===== src/rtl/multi_array_fill_pkg.sv =====
// Shared types and helpers for the multi-array stream loader.
package multi_array_fill_pkg;

  typedef enum logic [2:0] {
    S_RESET = 3'd0,
    S_HDR   = 3'd1,
    S_DATA  = 3'd2,
    S_DONE  = 3'd3,
    S_ERR   = 3'd4
  } STATES_t;

  function automatic int max2(input int a, input int b);
    return (a > b) ? a : b;
  endfunction

endpackage


===== src/rtl/multi_array_fill.sv =====
// Fills NUM_ARRAYS arrays in turn from one header-prefixed word stream,
// driving a shared write port plus array select and per-array loaded flags.
module multi_array_fill
  import multi_array_fill_pkg::*;
#(
  parameter int ADDR_WIDTH = 10,
  parameter int WORD_SIZE  = 16,
  parameter int NUM_ARRAYS = 4,
  parameter int SEL_WIDTH  = (NUM_ARRAYS > 1) ? $clog2(NUM_ARRAYS) : 1,
  parameter int DATA_SIZE  = max2(WORD_SIZE, ADDR_WIDTH + 1)
) (
  input  logic                  clk,
  input  logic                  resetn,
  input  logic [DATA_SIZE-1:0]  data,
  input  logic                  data_valid,
  output logic                  data_ready,
  input  logic                  restart,
  output logic                  we,
  output logic [SEL_WIDTH-1:0]  wsel,
  output logic [ADDR_WIDTH-1:0] waddr,
  output logic [WORD_SIZE-1:0]  q,
  output logic [NUM_ARRAYS-1:0] loaded,
  output logic                  all_loaded,
  output logic                  err,
  output STATES_t               dbg_state
);

  localparam logic [ADDR_WIDTH:0]  DEPTH    = {1'b1, {ADDR_WIDTH{1'b0}}};
  localparam logic [SEL_WIDTH-1:0] LAST_SEL = SEL_WIDTH'(NUM_ARRAYS - 1);

  STATES_t               state, state_nxt;
  logic [SEL_WIDTH-1:0]  wsel_nxt;
  logic [ADDR_WIDTH-1:0] waddr_nxt;
  logic [ADDR_WIDTH:0]   len, len_nxt;
  logic [NUM_ARRAYS-1:0] loaded_nxt;
  logic                  err_nxt;
  logic                  advance;
  logic [ADDR_WIDTH:0]   hdr_len;
  logic                  last_word;

  // Handshake: a word transfers on a rising edge where data_valid && data_ready;
  // data_ready depends only on state, never on data_valid.
  assign hdr_len    = data[ADDR_WIDTH:0];
  assign last_word  = ({1'b0, waddr} == (len - 1'b1));
  assign q          = data[WORD_SIZE-1:0];
  assign all_loaded = (state == S_DONE);
  assign dbg_state  = state;

  always_comb begin
    state_nxt  = state;
    wsel_nxt   = wsel;
    waddr_nxt  = waddr;
    len_nxt    = len;
    loaded_nxt = loaded;
    err_nxt    = err;
    advance    = 1'b0;
    data_ready = 1'b0;
    we         = 1'b0;

    case (state)
      S_RESET: state_nxt = S_HDR;

      S_HDR: begin
        data_ready = 1'b1;
        if (data_valid) begin
          len_nxt   = hdr_len;
          waddr_nxt = '0;
          if (hdr_len > DEPTH) begin
            err_nxt   = 1'b1;
            state_nxt = S_ERR;
          end else if (hdr_len == '0) begin
            loaded_nxt[wsel] = 1'b1;
            advance          = 1'b1;
          end else begin
            state_nxt = S_DATA;
          end
        end
      end

      S_DATA: begin
        data_ready = 1'b1;
        we         = data_valid;
        if (data_valid) begin
          // Last-word test comes first so waddr+1 never needs its carry.
          if (last_word) begin
            loaded_nxt[wsel] = 1'b1;
            waddr_nxt        = '0;
            advance          = 1'b1;
          end else begin
            waddr_nxt = waddr + 1'b1;
          end
        end
      end

      S_DONE, S_ERR: begin
        if (restart) begin
          loaded_nxt = '0;
          wsel_nxt   = '0;
          waddr_nxt  = '0;
          err_nxt    = 1'b0;
          state_nxt  = S_HDR;
        end
      end

      default: state_nxt = S_RESET;
    endcase

    if (advance) begin
      if (wsel == LAST_SEL) begin
        state_nxt = S_DONE;
      end else begin
        wsel_nxt  = wsel + 1'b1;
        state_nxt = S_HDR;
      end
    end
  end

  always_ff @(posedge clk) begin
    if (!resetn) begin
      state  <= S_RESET;
      wsel   <= '0;
      waddr  <= '0;
      len    <= '0;
      loaded <= '0;
      err    <= 1'b0;
    end else begin
      state  <= state_nxt;
      wsel   <= wsel_nxt;
      waddr  <= waddr_nxt;
      len    <= len_nxt;
      loaded <= loaded_nxt;
      err    <= err_nxt;
    end
  end

endmodule


===== config.mk =====
export PLATFORM = sky130hd
export DESIGN_NAME = multi_array_fill
export DESIGN_NICKNAME = d
export VERILOG_FILES = /design/src/rtl/multi_array_fill_pkg.sv /design/src/rtl/multi_array_fill.sv
export SDC_FILE = /design/constraint.sdc
export NUM_CORES = 1
export LEC_CHECK = 0
export ABC_AREA = 0
export BUFFER_PORTS_ARGS = -buffer_cell sky130_fd_sc_hd__clkbuf_2
export CORE_AREA = 3 3 70 72
export CTS_CLUSTER_SIZE = 40
export DETAILED_ROUTE_END_ITERATION = 6
export DIE_AREA = 0 0 73 75
export PLACE_DENSITY = 0.74
export SYNTH_ARGS = -nofsm -noshare
export SYNTH_HDL_FRONTEND = slang
export SYNTH_SLANG_ARGS = --single-unit

===== constraint.sdc =====
create_clock -name clk -period 2.4 [get_ports clk]
set_clock_uncertainty 0.05 [all_clocks]
set_input_delay 0.48 -clock clk [delete_from_list [all_inputs] [get_ports clk]]
set_output_delay 0.48 -clock clk [all_outputs]
set_load 0.02 [all_outputs]

==> summary.md, run 1 <==
| Metric | Value |
|---|---|
| HP Class | primary input to flop |
| CP Capture Type | flop |
| Slew at the pin with the worst max-slew slack | roughly 0.64 ns |
| Chip Height | 75 um |
| Seq cells post-synth | 31 |
| M3 GR Usage | 4.673% |
| Final Util | 55.32% |
| Routability cong. | 0.7946 |
| Vias in the first global route | 1688 |
| GRT busiest layer | met2 |
| N_diodes | 0 |
| Syn Inst Count | 259 |
| Dominant cells by area after synthesis | dfxtp_1, nand2_1, buf_4 |
| M1 GR Usage | 23.50% |
| Period utilization | 98.55% |
| Nets@finish | between 300 and 400 |
| Yosys Warn Count | 0 |
| Global route overflow | 0 |
| Setup WS post-layout | 0.03479 ns |
| Netlist cell types | 52 |
| Mapped Area | 1988 um^2 |
| Fin crit period | 2.365 ns |
| Final setup vio count | 0 |
| Highest Clock Rate | 422.8 MHz |
| CP bufs+invs | 2 |
| TritonCTS clock tree | yes |
| Worst Path Arrival | between 2 and 2.5 ns |
| Peak VDD IR | 375.8 uV |
| Gr usage total | 18.21% |
| IO Pins | 59 |
| Critical path cell sequence | inv_2 -> ha_4 -> or3b_4 -> o221a_1 -> a311o_1 -> o32a_1 -> a21boi_2 -> buf_6 -> nor3_4 -> a22o_1 |
| Area grow syn2layout | 21.15% |
| Non-filler cells, final | 357 |
| Post-synth net total | roughly 290 |
| Setup crit start kind | flop |
| DR vias/cell | 5.448 |
| CTS buffer count | 5 |
| Num Clock Sinks | 31 |
| LEAKAGE | 1.020 nW |
| Async SR Flop Fraction | 0% |
| Max cap viols | 0 |
| Slew HR | a little under three fifths |
| Routed via count | 1945 |
| Max incr delay on CP | 0.42 ns |
| WS Path Type | flop to flop |
| Critical path's top delay family | compound AO/OA/AOI/OAI gates |
| Commonest cells after routing, fill and taps aside | clkbuf_2, nand2_1, dfxtp_1 |
| Setup slack after placement | -0.02584 ns |
| CTS H-Tree Depth | 2 |
| # DRC | 0 |
| Unrepaired setup endpoints after global routing | yes |
| Die Area | roughly 5500 um^2 |
| DR iter-0 viols | 92 |
| Placed cell count | 347 |
| Port bufs | 48 |
| PwrDens | 569.1 nW/um^2 |
| CP Max Fanout | 6 |
| First-pass GRT wire length | 7824 um |
| Status | completed |
| Largest net degree at the start of global routing | 22 |
| Clock-pin slew on the worst setup and hold paths | 0.07 ns |
| Final WL | 4684 um |
| Final Hold Fails | 0 |
| Post-synth top flop | dfxtp_1 |
| DPL Wire Length | 3580 um |
| Routed WL per cell | roughly 13 um |
| Slowest cell on the critical path | or3b_4 |
| CTS Buffer Depth | 2 |
| Site Rows | 24 |
| Post-synthesis sequential area ratio | 31.21% |
| CTS Root Cell | clkbuf_8 |
| Routed Antenna Nets | 0 |
| Layout cells sized above 1 | 29.18% |
| Commonest non-fill, non-tap cell in the layout | clkbuf_2 |
| Cell taking the most area after synthesis | dfxtp_1 |
| Drt pass-1 iters | 4 |
| Initial antenna violation count | 0 |
| CP required | 2.53 ns |
| Chip width | about 73 um |
| Skew-Pair Late Insertion Delay | 0.28 ns |
| Post-synth EDFFs | 0 |
| Syn Area/Cell | ~7.7 um^2 |
| Core area | 4354 um^2 |
| Met2 Use GR | 29.69% |
| Starting Density | 45.66% |
| Top cell type's share of synthesized area | around 31% |
| Fin. max-slew vios | 0 |
-- layout make-up --
cell class | count | area, um^2
fill | 416 | 1946
timing repair buffer | 67 | 384.1
inverter | 12 | 45.04
clock inverter | 2 | 35.03
clock buffer | 6 | 82.58
tap | 52 | 65.06
multi-input combinational | 187 | 1174
sequential | 31 | 623.1
-- sequential cells by signal, summed over array words and instances (netlist names) --
signal and count:
wsel 2, dbg_state 3, len 11, err 1, waddr 10, loaded 4
-- cell usage after synthesis (all sizes together), types with 2 or more instances --
master	instances
a22o	5
a21o	2
nor3b	2
xor2	2
o21ai	5
nor2b	2
buf	21
ha	6
a21oi	23
nor4b	2
or3b	2
nand2b	2
inv	12
or2	4
nand3b	3
mux2i	4
nor4	5
and3	3
nor2	16
nor3	11
o311ai	2
xnor2	10
clkbuf	8
or3	2
nand2	44
dfxtp	31
and2	2
a31oi	3
nand3	7
o22ai	2
a22oi	2
-- where the power goes --
group	internal [W]	switching (W)	leakage, nW
Sequential	0.000533	0.0000184	0.252
Combinational	0.000121	0.000165	0.706
Clock	0.000336	0.000198	0.0612
-- worst reg2reg max path, cell delays in order, from the launching register on --
cell      delay, ns
dfxtp_2        0.32
inv_2          0.06
ha_4           0.12
or3b_4         0.42
o221a_1        0.27
a311o_1        0.26
o32a_1         0.18
a21boi_2       0.18
buf_6          0.15
nor3_4         0.05
a22o_1         0.21
-- metal layers --
layer / part of all wire (%) / routed length [um]
met5: 0 / 0
met3: 5.0 / 232
met4: 1.8 / 84
met2: 48 / 2247
met1: 45 / 2120
-- worst paths after layout --
kind | from | cells after the start | slack (ns) | endpoint
max reg2reg | len[1]$_SDFFE_PN0P_ | 10 | 0.03 | loaded[0]$_SDFFE_PN0P_
max | len[1]$_SDFFE_PN0P_ | 10 | 0.03 | loaded[0]$_SDFFE_PN0P_
min | data[3] | 3 | 0.40 | len[3]$_SDFFE_PN0P_
min reg2reg | err$_SDFFE_PN0P_ | 2 | 0.41 | err$_SDFFE_PN0P_
-- stage by stage --
step | power, W | hold slack, ns | instance area, um^2 | TNS [ns]
after floorplan | 0.0007797 | 0.3988 | 2019 | 0
after global placement | 0.0008327 | 0.3944 | 2267 | 0
after CTS | 0.001377 | 0.3935 | 2392 | 0
after global routing | 0.001438 | 0.4061 | 2409 | -0.6461
final | 0.001371 | 0.4019 | 2409 | 0
after detailed placement | 0.0008384 | 0.4017 | 2267 | -0.09487
-- cell families (layout without fill, tap and decap cells) --
group                    after synthesis  in the layout  synth area share, %
AND/OR/NAND/NOR                      112            112                28.45
AO/OA/AOI/OAI                         52             52                17.05
buffers and inverters                 41             87                11.08
flip-flops                            31             31                31.21
XOR/XNOR                              13             13                6.419
adder cells (fa/ha/maj)                6              6                3.776
multiplexers                           4              4                2.014
-- repair_timing --
action                     4_1_cts  5_1_grt
gates resized for setup          2        2
hold buffers                     0        0
pin swaps                        0        4
setup endpoints to repair        7       14
gates cloned                     0        1
buffers inserted                 0        1
Note: power is estimated with default switching activity, not from simulation.
==> run 2: changes to the inputs <==
Settings changed: ABC_CLOCK_PERIOD_IN_PS set to 2400, CELL_PAD_IN_SITES_DETAIL_PLACEMENT set to 1, CELL_PAD_IN_SITES_GLOBAL_PLACEMENT set to 1, CORE_AREA 3 3 70 72 to 3 3 82 84, DIE_AREA 0 0 73 75 to 0 0 85 87, PLACE_DENSITY 0.74 to unset, PLACE_DENSITY_LB_ADDON set to 0.1.
==> run 2 against run 1 <==
Effect of this change: the flow now finishes with violations (setup timing); fmax is 3.5% lower; total power is 6.6% lower; non-clock buffer count is 4 higher; global-route usage shrank 2.5 points; via count is essentially flat; final area rose by 2.4%.
==> summary.md, run 2 (synthesis gave the netlist of run 1 again) <==
| Metric | Value |
|---|---|
| Peak VDD IR | 277.7 uV |
| Largest Register | len |
| Worst hold endpoint | len[3]$_SDFFE_PN0P_ |
| Nets@finish | 334 |
| Setup slack after placement | -0.04661 ns |
| End of the worst register-to-register path | loaded[2]$_SDFFE_PN0P_ |
| Regs by FF count | len: 11 flops, waddr: 10 flops, loaded: 4 flops |
| LEAKAGE | 1.031 nW |
| Routed via count | 1946 |
| Slew HR | 68.15% |
| Final setup vio count | 10 |
| WS Path Type | flop to flop |
| Slowest cell on the critical path | or3b_4 |
| Routed Antenna Nets | 0 |
| Vias in the first global route | just over 2000 |
| Commonest cells after routing, fill and taps aside | clkbuf_2, nand2_1, dfxtp_1 |
| Fin. max-slew vios | 0 |
| Highest Clock Rate | about 400 MHz |
| Final Hold Fails | 0 |
| Period utilization | 102.1% |
| CTS H-Tree Depth | 2 |
| PwrDens | between 500 and 600 nW/um^2 |
| Drt pass-1 iters | 4 |
| Routed WL per cell | 14.98 um |
| Unrepaired setup endpoints after global routing | yes |
| N_diodes | 0 |
| DP Area | 2338 um^2 |
| Core area | ~6000 um^2 |
| # hold bufs at CTS | 0 |
| CP bufs+invs | 2 |
| Site Rows | 28 |
| CTS Buffer Depth | 2 |
| # DRC | 0 |
| CP Capture Type | flop |
| Area grow syn2layout | 24.04% |
| Setup WS post-layout | -0.04982 ns |
| Setup crit start kind | flop |
| R2R Setup Slk | -0.05 ns |
| Hold Crit Depth | 3 |
| Routability cong. | 0.8310 |
| DPL Wire Length | about 4500 um |
| Skew-Pair Late Insertion Delay | roughly 0.28 ns |
| CP required | 2.52 ns |
| Critical path's top delay family | compound AO/OA/AOI/OAI gates |
| R2R depth | 10 |
| Layout cells sized above 1 | 31.17% |
| Port bufs | 48 |
| Die Area | 7395 um^2 |
| CTS buffer count | 5 |
| TritonCTS clock tree | yes |
| TNS Setup | -0.2744 ns |
| CP Max Fanout | 12 |
| First-pass GRT wire length | 9535 um |
| Starting Density | 33.19% |
| Initial antenna violation count | 0 |
| Final WL | 5736 um |
| Largest net degree at the start of global routing | 14 |
| DR iter-0 viols | 65 |
| IO Pins | 59 |
| Chip width | 85 um |
| HP Class | primary input to flop |
| Max incr delay on CP | 0.41 ns |
| Clock-pin slew on the worst setup and hold paths | 0.07 ns |
| CTS Root Cell | clkbuf_8 |
| Worst Path Arrival | 2.57 ns |
| Num Clock Sinks | 31 |
| Max FFs per register | 11 |
| DR vias/cell | 5.081 |
| Max cap viols | 0 |
| Fin crit period | 2.450 ns |
| HP Start | data[3] |
| R2r startpoint | len[0]$_SDFFE_PN0P_ |
| Critical path cell sequence | inv_2 -> ha_4 -> or3b_4 -> o221a_1 -> a311o_1 -> o32a_1 -> a21boi_2 -> buf_12 -> nor3_4 -> a22o_1 |
| Commonest non-fill, non-tap cell in the layout | clkbuf_2 |
| Gr usage total | 15.70% |
| Global route overflow | 0 |
| Status | complete, but fails checks |
| Chip Height | 87 um |
| Post-route cell area | 2466 um^2 |
| Slew at the pin with the worst max-slew slack | roughly 0.47 ns |
| Violated checks | setup timing |
## run 2: metal layers
metal	routed length (um)	share of wire (%)	GRT usage, %	vias up
met5	0	0	0	-
met2	2896	50	27.33	30
met4	65	1.1	4.460	0
met1	2559	45	19.31	922
li1	-	-	-	986
met3	215	3.7	3.690	8
## run 2: worst max-delay path by stage
stage / from / to / slack [ns] / cells after the start
2_1_floorplan: len[1]$_SDFFE_PN0P_ / loaded[0]$_SDFFE_PN0P_ / 0.03 / 11
3_3_place_gp: len[0]$_SDFFE_PN0P_ / loaded[0]$_SDFFE_PN0P_ / 0.02 / 10
3_5_place_dp: len[0]$_SDFFE_PN0P_ / loaded[0]$_SDFFE_PN0P_ / -0.05 / 10
4_1_cts: len[0]$_SDFFE_PN0P_ / loaded[3]$_SDFFE_PN0P_ / -0.02 / 10
5_1_grt: len[0]$_SDFFE_PN0P_ / loaded[0]$_SDFFE_PN0P_ / -0.14 / 10
6_report: len[0]$_SDFFE_PN0P_ / loaded[2]$_SDFFE_PN0P_ / -0.05 / 10
## run 2: worst reg2reg max path, stage by stage (launching register included)
cell      delay (ns)
dfxtp_2         0.34
inv_2           0.07
ha_4            0.12
or3b_4          0.41
o221a_1         0.26
a311o_1         0.29
o32a_1          0.21
a21boi_2        0.20
buf_12          0.15
nor3_4          0.06
a22o_1          0.19
## run 2: what timing repair did
| action | 4_1_cts | 5_1_grt |
|---|---|---|
| pin swaps | 1 | 1 |
| gates resized for setup | 1 | 6 |
| setup endpoints to repair | 9 | 16 |
| buffers inserted | 0 | 2 |
## run 2: power by group
group	switching (W)	total, W	internal (W)
Clock	0.000192	0.000417	0.000225
Combinational	0.000176	0.000311	0.000135
Sequential	0.0000195	0.000553	0.000533
## run 2: area by class of cell
type | count | area [um^2]
fillers | 763 | 3525
clock inverters | 1 | 5.005
flip-flops and latches | 31 | 623.1
inverters | 12 | 45.04
multi-input cells | 187 | 1191
repair buffers | 71 | 425.4
well taps | 75 | 93.84
clock buffers | 6 | 82.58
## run 2: per-stage QoR
step	hold slack, ns	utilization (%)	power, W	cells
floorplan	0.3988	-	0.0007797	259
global placement	0.3948	39.04	0.0008586	374
detailed placement	0.4197	39.04	0.0008609	374
CTS	0.3808	40.54	0.001289	381
global route	0.3796	41.17	0.001357	383
finish	0.3862	41.17	0.001281	383
